$ cat src/rtl/matmul_ctrl.sv
// -----------------------------------------------------------------------------
// matmul_ctrl
//   Sequencer for an N x K by K x M matrix multiply. It walks the result
//   matrix row-major (i over rows, j over columns). For every result element
//   it issues K operand reads/accumulates (k loop), then one result write.
//   All outputs are decoded from the registered state and the i/j/k counters.
//   The only input-to-output paths are rd_en_o/acc_en_o/acc_clr_o, which are
//   gated by mem_ready_i.
//
// Optional feature:
//   MATMUL_CTRL_CYCCNT_EN - when defined, cycles_o counts busy cycles
//   (cleared on accepted start, saturating at 16'hFFFF). When undefined,
//   cycles_o is tied to zero and no counter register exists.
//
// Ports:
//   clk_i        in   rising-edge clock
//   rst_ni       in   asynchronous active-low reset
//   start_i      in   operation request (honoured in IDLE only)
//   abort_i      in   cancel; forces IDLE next cycle, wins over start_i
//   dim_n_i      in   DW  rows of A / rows of C
//   dim_k_i      in   DW  cols of A / rows of B
//   dim_m_i      in   DW  cols of B / cols of C
//   mem_ready_i  in   operand memories can accept a read this cycle
//   busy_o       out  high in MAC and WRITE
//   done_o       out  one-cycle completion pulse
//   err_o        out  sticky dimension error (cleared by next valid start)
//   rd_en_o      out  operand read strobe
//   a_row_o/a_col_o/b_row_o/b_col_o  out IW  operand indices
//   acc_clr_o    out  accumulator clear-and-load (first k of an element)
//   acc_en_o     out  accumulate strobe
//   res_wr_en_o  out  result write strobe
//   res_row_o/res_col_o  out IW  result indices
//   cycles_o     out  16  busy-cycle count
// -----------------------------------------------------------------------------
module matmul_ctrl #(
  parameter int DATA_WIDTH = 32,
  parameter int BUS_WIDTH  = 64,
  parameter int MAX_DIM    = BUS_WIDTH / DATA_WIDTH,
  localparam int IW        = (MAX_DIM > 1) ? $clog2(MAX_DIM) : 1,
  localparam int DW        = $clog2(MAX_DIM) + 1
) (
  input  logic          clk_i,
  input  logic          rst_ni,
  input  logic          start_i,
  input  logic          abort_i,
  input  logic [DW-1:0] dim_n_i,
  input  logic [DW-1:0] dim_k_i,
  input  logic [DW-1:0] dim_m_i,
  input  logic          mem_ready_i,
  output logic          busy_o,
  output logic          done_o,
  output logic          err_o,
  output logic          rd_en_o,
  output logic [IW-1:0] a_row_o,
  output logic [IW-1:0] a_col_o,
  output logic [IW-1:0] b_row_o,
  output logic [IW-1:0] b_col_o,
  output logic          acc_clr_o,
  output logic          acc_en_o,
  output logic          res_wr_en_o,
  output logic [IW-1:0] res_row_o,
  output logic [IW-1:0] res_col_o,
  output logic [15:0]   cycles_o
);

  typedef enum logic [1:0] {
    ST_IDLE  = 2'd0,
    ST_MAC   = 2'd1,
    ST_WRITE = 2'd2,
    ST_DONE  = 2'd3
  } state_t;

  localparam logic [IW-1:0] IDX_ZERO = IW'(0);
  localparam logic [IW-1:0] IDX_ONE  = IW'(1);
  localparam logic [DW-1:0] DIM_ZERO = DW'(0);
  localparam logic [DW-1:0] DIM_ONE  = DW'(1);
  localparam logic [DW-1:0] DIM_MAX  = DW'(MAX_DIM);

  // A dimension is usable when it is non-zero and fits the index range.
  function automatic logic dim_ok(input logic [DW-1:0] dim);
    return (dim != DIM_ZERO) && (dim <= DIM_MAX);
  endfunction

  // True when idx is the last position of a loop of length dim.
  function automatic logic idx_last(input logic [IW-1:0] idx,
                                    input logic [DW-1:0] dim);
    return (DW'(idx) == (dim - DIM_ONE));
  endfunction

  state_t        state_r, state_s;
  logic [IW-1:0] i_r, i_s;
  logic [IW-1:0] j_r, j_s;
  logic [IW-1:0] k_r, k_s;
  logic [DW-1:0] dim_n_r, dim_n_s;
  logic [DW-1:0] dim_k_r, dim_k_s;
  logic [DW-1:0] dim_m_r, dim_m_s;
  logic          err_r, err_s;
  logic          dims_ok_s;
  logic          busy_s;

  assign dims_ok_s = dim_ok(dim_n_i) && dim_ok(dim_k_i) && dim_ok(dim_m_i);

  // Next-state and counter update logic.
  always_comb begin
    state_s = state_r;
    i_s     = i_r;
    j_s     = j_r;
    k_s     = k_r;
    dim_n_s = dim_n_r;
    dim_k_s = dim_k_r;
    dim_m_s = dim_m_r;
    err_s   = err_r;
    if (abort_i) begin
      // Abort wins over everything, including a same-cycle start in IDLE.
      state_s = ST_IDLE;
      i_s     = IDX_ZERO;
      j_s     = IDX_ZERO;
      k_s     = IDX_ZERO;
    end else begin
      case (state_r)
        ST_IDLE: begin
          if (start_i) begin
            if (dims_ok_s) begin
              dim_n_s = dim_n_i;
              dim_k_s = dim_k_i;
              dim_m_s = dim_m_i;
              i_s     = IDX_ZERO;
              j_s     = IDX_ZERO;
              k_s     = IDX_ZERO;
              err_s   = 1'b0;
              state_s = ST_MAC;
            end else begin
              err_s   = 1'b1;
              state_s = ST_IDLE;
            end
          end else begin
            state_s = ST_IDLE;
          end
        end
        ST_MAC: begin
          // A stalled memory freezes the whole walk.
          if (mem_ready_i) begin
            if (idx_last(k_r, dim_k_r)) begin
              state_s = ST_WRITE;
            end else begin
              k_s = k_r + IDX_ONE;
            end
          end else begin
            state_s = ST_MAC;
          end
        end
        ST_WRITE: begin
          k_s = IDX_ZERO;
          if (idx_last(j_r, dim_m_r)) begin
            j_s = IDX_ZERO;
            if (idx_last(i_r, dim_n_r)) begin
              i_s     = IDX_ZERO;
              state_s = ST_DONE;
            end else begin
              i_s     = i_r + IDX_ONE;
              state_s = ST_MAC;
            end
          end else begin
            j_s     = j_r + IDX_ONE;
            state_s = ST_MAC;
          end
        end
        ST_DONE: begin
          state_s = ST_IDLE;
        end
        default: begin
          state_s = ST_IDLE;
          i_s     = IDX_ZERO;
          j_s     = IDX_ZERO;
          k_s     = IDX_ZERO;
        end
      endcase
    end
  end

  // State, index, dimension and error registers.
  always_ff @(posedge clk_i or negedge rst_ni) begin
    if (!rst_ni) begin
      state_r <= ST_IDLE;
      i_r     <= IDX_ZERO;
      j_r     <= IDX_ZERO;
      k_r     <= IDX_ZERO;
      dim_n_r <= DIM_ZERO;
      dim_k_r <= DIM_ZERO;
      dim_m_r <= DIM_ZERO;
      err_r   <= 1'b0;
    end else begin
      state_r <= state_s;
      i_r     <= i_s;
      j_r     <= j_s;
      k_r     <= k_s;
      dim_n_r <= dim_n_s;
      dim_k_r <= dim_k_s;
      dim_m_r <= dim_m_s;
      err_r   <= err_s;
    end
  end

  // Output decode from registered state; indices read as zero when inactive.
  always_comb begin
    busy_s      = 1'b0;
    done_o      = 1'b0;
    rd_en_o     = 1'b0;
    acc_en_o    = 1'b0;
    acc_clr_o   = 1'b0;
    a_row_o     = IDX_ZERO;
    a_col_o     = IDX_ZERO;
    b_row_o     = IDX_ZERO;
    b_col_o     = IDX_ZERO;
    res_wr_en_o = 1'b0;
    res_row_o   = IDX_ZERO;
    res_col_o   = IDX_ZERO;
    case (state_r)
      ST_MAC: begin
        busy_s    = 1'b1;
        rd_en_o   = mem_ready_i;
        acc_en_o  = mem_ready_i;
        acc_clr_o = mem_ready_i && (k_r == IDX_ZERO);
        a_row_o   = i_r;
        a_col_o   = k_r;
        b_row_o   = k_r;
        b_col_o   = j_r;
      end
      ST_WRITE: begin
        busy_s      = 1'b1;
        res_wr_en_o = 1'b1;
        res_row_o   = i_r;
        res_col_o   = j_r;
      end
      ST_DONE: begin
        done_o = 1'b1;
      end
      default: begin
        busy_s = 1'b0;
      end
    endcase
  end

  assign busy_o = busy_s;
  assign err_o  = err_r;

`ifdef MATMUL_CTRL_CYCCNT_EN
  logic        start_acc_s;
  logic [15:0] cycles_r;

  assign start_acc_s = (state_r == ST_IDLE) && !abort_i && start_i && dims_ok_s;

  // Busy-cycle counter: restarts on an accepted start, saturates, then holds.
  always_ff @(posedge clk_i or negedge rst_ni) begin
    if (!rst_ni) begin
      cycles_r <= 16'h0000;
    end else if (start_acc_s) begin
      cycles_r <= 16'h0000;
    end else if (busy_s && (cycles_r != 16'hFFFF)) begin
      cycles_r <= cycles_r + 16'h0001;
    end else begin
      cycles_r <= cycles_r;
    end
  end

  assign cycles_o = cycles_r;
`else
  assign cycles_o = 16'h0000;
`endif

endmodule

$ cat config.mk
export PLATFORM = sky130hd
export DESIGN_NAME = matmul_ctrl
export DESIGN_NICKNAME = d
export VERILOG_FILES = /design/src/rtl/matmul_ctrl.sv
export SDC_FILE = /design/constraint.sdc
export NUM_CORES = 1
export LEC_CHECK = 0
export BUFFER_PORTS_ARGS = -buffer_cell sky130_fd_sc_hd__buf_2
export CELL_PAD_IN_SITES_DETAIL_PLACEMENT = 1
export CELL_PAD_IN_SITES_GLOBAL_PLACEMENT = 1
export CORE_MARGIN = 2
export CORE_UTILIZATION = 26
export DETAILED_ROUTE_END_ITERATION = 12
export GPL_TIMING_DRIVEN = 0
export PLACE_DENSITY_LB_ADDON = 0.1
export SLEW_MARGIN = 5
export SYNTH_ARGS = -nofsm -noshare
export SYNTH_HDL_FRONTEND = slang
export SYNTH_SLANG_ARGS = --single-unit
$ cat constraint.sdc
create_clock -name clk_i -period 1.7 [get_ports clk_i]
set_input_delay 0.255 -clock clk_i [delete_from_list [all_inputs] [get_ports clk_i]]
set_output_delay 0.255 -clock clk_i [all_outputs]
set_load 0.05 [all_outputs]
==> reports/summary.txt, run 1 <==
status: completed
Yosys top cell by area: dfrtp_1
number of flops mapped to enable cells by yosys: 0
Layout area overhead: 46.5%
1st-iter DRT viols: 20
Mean Syn Cell Area: 9.40 um^2
internal power: 0.637 mW
Peak VDD IR: 0.267 mV
Top Family by Delay on Critical Path: flip-flops
leading cell types in the layout, fill and taps excluded: 28 x buf_4, 17 x buf_2, 16 x conb_1
clock power share: 22.3%
post-synthesis sequential area ratio: 33.3%
setup ws final: 0.0700 ns
Avg WL per Cell: 11.9 um
Setup crit end: a_col_o
register share of total power: 38.6%
Buf/Inv on CP: 2
Post-Syn Area: 902 um^2
H-tree Lvls: 1
Num CTS Buffers: 3
Slew Limit Fails: 0
slowest stage delay, CP: 0.44 ns
peak clock frequency supported by timing: 614 MHz
worst slack, placed: -0.276 ns
Switch Pwr: 0.418 mW
Ys Warns: 0
Pre-Repair DR Iteration Count: 4
register-to-register setup slack: 0.15 ns
Worst EP required: 1.44 ns
floorplan die width: 62.9 um
Vias/cell: 4.35
slowest CP cell: dfrtp_2
diode count: 0
WHS: 0.182 ns
Max-Slew Margin vs Limit: 63.4%
port bufs: 23
crit path launch type: flip-flop
fin crit share: 95.9%
DRT Wirelength: 2300 um
DIE HEIGHT: 62.9 um
clk slew on worst S/H paths: 0.09 ns
Worst Hold Class: in -> reg
FF-to-FF path depth: 6
Most used DFF post-synth: dfrtp_1
Yosys top cell area share: 33.3%
TritonCTS clock tree: done
Tmin final: 1.63 ns
Clock Root Buffer: clkbuf_4
Critical R2R Capture: k_r$_DFFE_PN0P_
core region area: 3340 um^2
final hold viol count: 0
post-route ant nets: 0
synthesized flop and latch total: 12
via count: 839
most common cell after layout, fill and taps aside: buf_4
die area: 3960 um^2
ys async rst share: 100%
clock skew: 0.00645 ns
Total GRT Usage: 13.1%
measured slew at the worst slew-check pin: 0.545 ns
Sw Ratio: 39.6%
Setup TNS Final: 0 ns
logic gate share of total power: 39.1%
Nets: 163
layout cell share with drive strength beyond 1: 46.3%
P_leak: 0.691 nW
Clock Tree Buf Depth: 2
critical path endpoint category: output pin
largest net degree at the start of global routing: 13
Cells after Synth: 96
# clock sinks: 12
MaxCap Viol Count: 0
HPWL after DPL: 1750 um
initial cell density of the core: 27.0%
# setup viols final: 0
crit path max fanout: 5
initial antenna violation count: 0
IO Pins: 40
CP Data Arrival Time: 1.37 ns
routability cong.: 0.719
PwrDens: 798 nW/um^2
vias in the first global route: 890
grt ovf: 0
row count: 21
Placed Cells: 180
Critical R2R Launch: state_r[1]$_DFFE_PN0P_
CP Class: reg -> out
Clk Latency, worst-skew pair: 0.28 ns
Synth area leaders: dfrtp_1 33%, buf_4 15%, ha_1 5.5%
Synth cell types: 28
Fillers: 414
first-pass GRT wire length: 4090 um
Critical Path Stages: 4
post-route DRC violation count: 0
Worst Setup SP: state_r[1]$_DFFE_PN0P_
CP Cell Sequence: inv_4 -> ha_4 -> and2_1 -> buf_2
fin cells: 193
==> power by group through the flow <==
stage	Clock [mW]	Combinational (mW)	Sequential [mW]
CTS	0.244	0.408	0.404
finish	0.235	0.412	0.407
global route	0.258	0.458	0.418
detailed placement	0	0.379	0.408
global placement	0	0.374	0.404
floorplan	0	0.303	0.403
==> Yosys cell counts, types with 2 or more instances <==
master / n
mux2_2: 3
and3b_1: 2
nand2_1: 3
xnor2_1: 3
o21ai_0: 5
buf_4: 18
dfrtp_1: 12
a21oi_1: 6
a32o_1: 2
nor3b_1: 2
and2_1: 4
inv_1: 11
ha_1: 4
nor2_1: 5
o22ai_1: 2
a211oi_1: 2
==> what timing repair did <==
action | in CTS | in global routing
setup endpoints to repair | 19 | 15
setup buffers | 6 | 2
hold buffers | 1 | 0
pin swaps | 2 | 1
hold endpoints to repair | 12 | 0
resized for setup | 16 | 6
==> stage by stage <==
step | total power, mW | instance area [um^2] | util [%]
after floorplan | 0.706 | 963 | -
after global placement | 0.778 | 1140 | 34.0
after detailed placement | 0.787 | 1140 | 34.0
after CTS | 1.06 | 1290 | 38.7
after global routing | 1.13 | 1320 | 39.6
final | 1.05 | 1320 | 39.6
==> layout make-up <==
class | instances | area [um^2] | share of cell area, %
Multi-Input combinational cell | 70 | 532 | 40.2
Sequential cell | 12 | 303 | 22.9
Timing Repair Buffer | 32 | 211 | 16.0
Buffer | 18 | 135 | 10.2
Tap cell | 46 | 57.6 | 4.36
Inverter | 11 | 46.3 | 3.50
Clock buffer | 4 | 36.3 | 2.75
==> layer usage <==
layer / global-route usage [%] / vias to the layer above / part of all wire (%)
met1: 15.1 / 407 / 40
met3: 3.42 / 4 / 6.7
met4: 5.00 / 0 / 1.3
met2: 22.9 / 29 / 51
li1: - / 399 / -
met5: 0 / - / 0
==> worst min-delay path by stage <==
stage                    start                endpoint  slack, ns  cells past startpoint
floorplan               rst_ni  dim_k_r[0]$_DFFE_PN0P_      -0.04                      0
global placement        rst_ni         k_r$_DFFE_PN0P_       0.17                      1
detailed placement      rst_ni         k_r$_DFFE_PN0P_       0.17                      1
CTS                 dim_k_i[1]  dim_k_r[0]$_DFFE_PN0P_       0.17                      2
global route        dim_m_i[1]  dim_m_r[0]$_DFFE_PN0P_       0.20                      2
finish              dim_k_i[1]  dim_k_r[0]$_DFFE_PN0P_       0.18                      2
==> flip-flops by register name, summed over array words and instances, names as in the netlist <==
name / count
i_r: 1
err_o: 1
dim_k_r: 2
k_r: 1
state_r: 2
dim_n_r: 2
dim_m_r: 2
j_r: 1
==> kinds of logic after synthesis <==
kind of cell / synth area share [%]
other: 0.416
and+or+nand+nor: 15.3
DFF: 33.3
AOI/OAI and AO/OA: 18.2
buffers and inverters: 19.6
muxes: 4.85
adders and majority gates: 5.55
xor gates and xnor gates: 2.91
Note: power is estimated with default switching activity, not from simulation.
==> inputs of run 2 (changes only) <==
- ABC_AREA: not set -> 1
- CELL_PAD_IN_SITES_GLOBAL_PLACEMENT: 1 -> 2
- CORE_MARGIN: 2 -> 1
- CORE_UTILIZATION: 26 -> 22
==> reports/summary.txt, run 2 <==
status: completed (unchanged)
vias in the first global route: 996 (was 890)
Worst Hold Class: in -> reg (unchanged)
fin crit share: 95.2% (was 95.9%)
final hold viol count: 0 (unchanged)
ys async rst share: 100% (unchanged)
core region area: 4350 um^2 (was 3340 um^2)
most common cell after layout, fill and taps aside: nand2_1 (was buf_4)
crit path launch type: flip-flop (unchanged)
DRT Wirelength: 2440 um (was 2300 um)
peak clock frequency supported by timing: 618 MHz (was 614 MHz)
Cells after Synth: 152 (was 96)
grt ovf: 0 (unchanged)
post-route ant nets: 0 (unchanged)
port bufs: 23 (unchanged)
P_leak: 0.855 nW (was 0.691 nW)
Pre-Repair DR Iteration Count: 4 (unchanged)
HPWL after DPL: 2060 um (was 1750 um)
Most used DFF post-synth: dfrtp_1 (unchanged)
Total GRT Usage: 11.4% (was 13.1%)
routability cong.: 0.788 (was 0.719)
initial cell density of the core: 23.0% (was 27.0%)
H-tree Lvls: 1 (unchanged)
CP Cell Sequence: inv_2 -> ha_4 -> nand2_1 -> inv_2 -> buf_2 (was inv_4 -> ha_4 -> and2_1 -> buf_2)
die area: 4820 um^2 (was 3960 um^2)
initial antenna violation count: 0 (unchanged)
Yosys top cell area share: 30.0% (was 33.3%)
Peak VDD IR: 0.226 mV (was 0.267 mV)
via count: 971 (was 839)
Synth cell types: 18 (was 28)
TritonCTS clock tree: done (unchanged)
# setup viols final: 0 (unchanged)
most frequent CP cell: inv_2
# clock sinks: 12 (unchanged)
Setup TNS Final: 0 ns (unchanged)
Nets: 212 (was 163)
Num CTS Buffers: 3 (unchanged)
IO Pins: 40 (unchanged)
Slew Limit Fails: 0 (unchanged)
slowest stage delay, CP: 0.40 ns (was 0.44 ns)
post-synthesis sequential area ratio: 30.0% (was 33.3%)
RSZ-0062 raised after global routing: yes
top-count cell post-synth: nand2_1 (was buf_4)
number of flops mapped to enable cells by yosys: 0 (unchanged)
Ys Warns: 0 (unchanged)
Buf/Inv on CP: 3 (was 2)
Tmin final: 1.62 ns (was 1.63 ns)
Yosys top cell by area: dfrtp_1 (unchanged)
post-route DRC violation count: 0 (unchanged)
Clk Latency, worst-skew pair: 0.24 ns (was 0.28 ns)
Mean Syn Cell Area: 6.59 um^2 (was 9.40 um^2)
CP Data Arrival Time: 1.36 ns (was 1.37 ns)
floorplan die width: 69.5 um (was 62.9 um)
layout cell share with drive strength beyond 1: 31.1% (was 46.3%)
slowest CP cell: dfrtp_1 (was dfrtp_2)
PwrDens: 784 nW/um^2 (was 798 nW/um^2)
1st-iter DRT viols: 31 (was 20)
Layout area overhead: 34.4% (was 46.5%)
CP Class: reg -> out (unchanged)
Clock Tree Buf Depth: 2 (unchanged)
first-pass GRT wire length: 4400 um (was 4090 um)
leading cell types in the layout, fill and taps excluded: 52 x nand2_1, 27 x inv_1, 21 x buf_4 (was 28 x buf_4, 17 x buf_2, 16 x conb_1)
synthesized flop and latch total: 12 (unchanged)
Post-Syn Area: 1000 um^2 (was 902 um^2)
DIE HEIGHT: 69.5 um (was 62.9 um)
clock skew: 0.000351 ns (was 0.00645 ns)
clk slew on worst S/H paths: 0.06 ns (was 0.09 ns)
Avg WL per Cell: 9.84 um (was 11.9 um)
crit path max fanout: 6 (was 5)
row count: 24 (was 21)
Synth area leaders: dfrtp_1 30%, nand2_1 19%, buf_4 14% (was dfrtp_1 33%, buf_4 15%, ha_1 5.5%)
WHS: 0.211 ns (was 0.182 ns)
Clock Root Buffer: clkbuf_8 (was clkbuf_4)
MaxCap Viol Count: 0 (unchanged)
Vias/cell: 3.92 (was 4.35)
diode count: 0 (unchanged)
Worst EP required: 1.44 ns (about the same)
Top Family by Delay on Critical Path: buffers and inverters (was flip-flops)
critical path endpoint category: output pin (unchanged)
most instantiated cells after synthesis: 52 x nand2_1, 29 x inv_1, 18 x buf_4 (was 18 x buf_4, 12 x dfrtp_1, 11 x inv_1)
largest net degree at the start of global routing: 13 (unchanged)
==> run 2: cells by family after synthesis <==
logic type / synth area share [%]
and+or+nand+nor: 28.9
DFF: 30.0
buffers and inverters: 25.5
AOI/OAI and AO/OA: 10.2
other: 0.375
adders and majority gates: 5.00
==> run 2: worst paths after layout <==
kind                                         from                endpoint  slack, ns  cells after the start
setup / recovery           state_r[1]$_DFFE_PN0P_                acc_en_o       0.08                      5
hold / removal                         dim_k_i[0]  dim_k_r[1]$_DFFE_PN0P_       0.21                      2
setup reg to reg           state_r[0]$_DFFE_PN0P_  dim_m_r[1]$_DFFE_PN0P_       0.16                      8
hold reg to reg                 err_o$_DFFE_PN0P_       err_o$_DFFE_PN0P_       0.48                      2
max in group asynchronous                  rst_ni  state_r[0]$_DFFE_PN0P_       1.03                      2
min in group asynchronous                  rst_ni  state_r[0]$_DFFE_PN0P_       0.43                      2
==> run 2: layout make-up <==
class | instances | area [um^2]
Tap cell | 52 | 65.1
Fill cell | 568 | 3010
Clock buffer | 4 | 55.1
Buffer | 19 | 146
Sequential cell | 12 | 302
Inverter | 29 | 109
Multi-Input combinational cell | 107 | 519
Timing Repair Buffer | 25 | 149
==> run 2: repair_timing <==
item / in CTS / in global routing
buffers inserted: 0 / 1
hold buffers: 1 / 0
gates resized for setup: 8 / 5
endpoints found under the setup margin: 7 / 12
hold endpoints to repair: 12 / 0
==> run 2: metrics by stage <==
stage,setup WS (ns),instances,instance area (um^2),power (mW),util (%)
after floorplan,0.0163,167,1060,0.658,-
after global placement,-0.00175,242,1240,0.723,28.4
after detailed placement,0.000302,242,1240,0.734,28.4
after CTS,0.000110,247,1330,1.07,30.4
after global routing,0.00348,248,1350,1.14,30.9
final,0.0820,248,1350,1.05,30.9
==> run 2: worst reg2reg max path: cells and delay by family (launching register included) <==
kind                     cells  cell delay (ns)
adder cells (fa/ha/maj)      1             0.23
flip-flops                   1             0.44
buffers and inverters        3             0.36
AO/OA/AOI/OAI                1             0.05
AND/OR/NAND/NOR              3             0.37
==> run 2: report_power, final <==
group          internal, mW  total [mW]  switching, mW
combinational         0.117       0.358          0.241
sequential            0.337       0.373         0.0361
clock                 0.205       0.323          0.118
total                 0.659        1.05          0.395
==> run 2: layer usage <==
layer	vias to the layer above	GRT usage, %	wire length, um
met1	433	13.8	1090
li1	513	-	-
met2	23	19.7	1220
met5	-	0	0
met4	0	4.76	27
met3	2	1.89	99
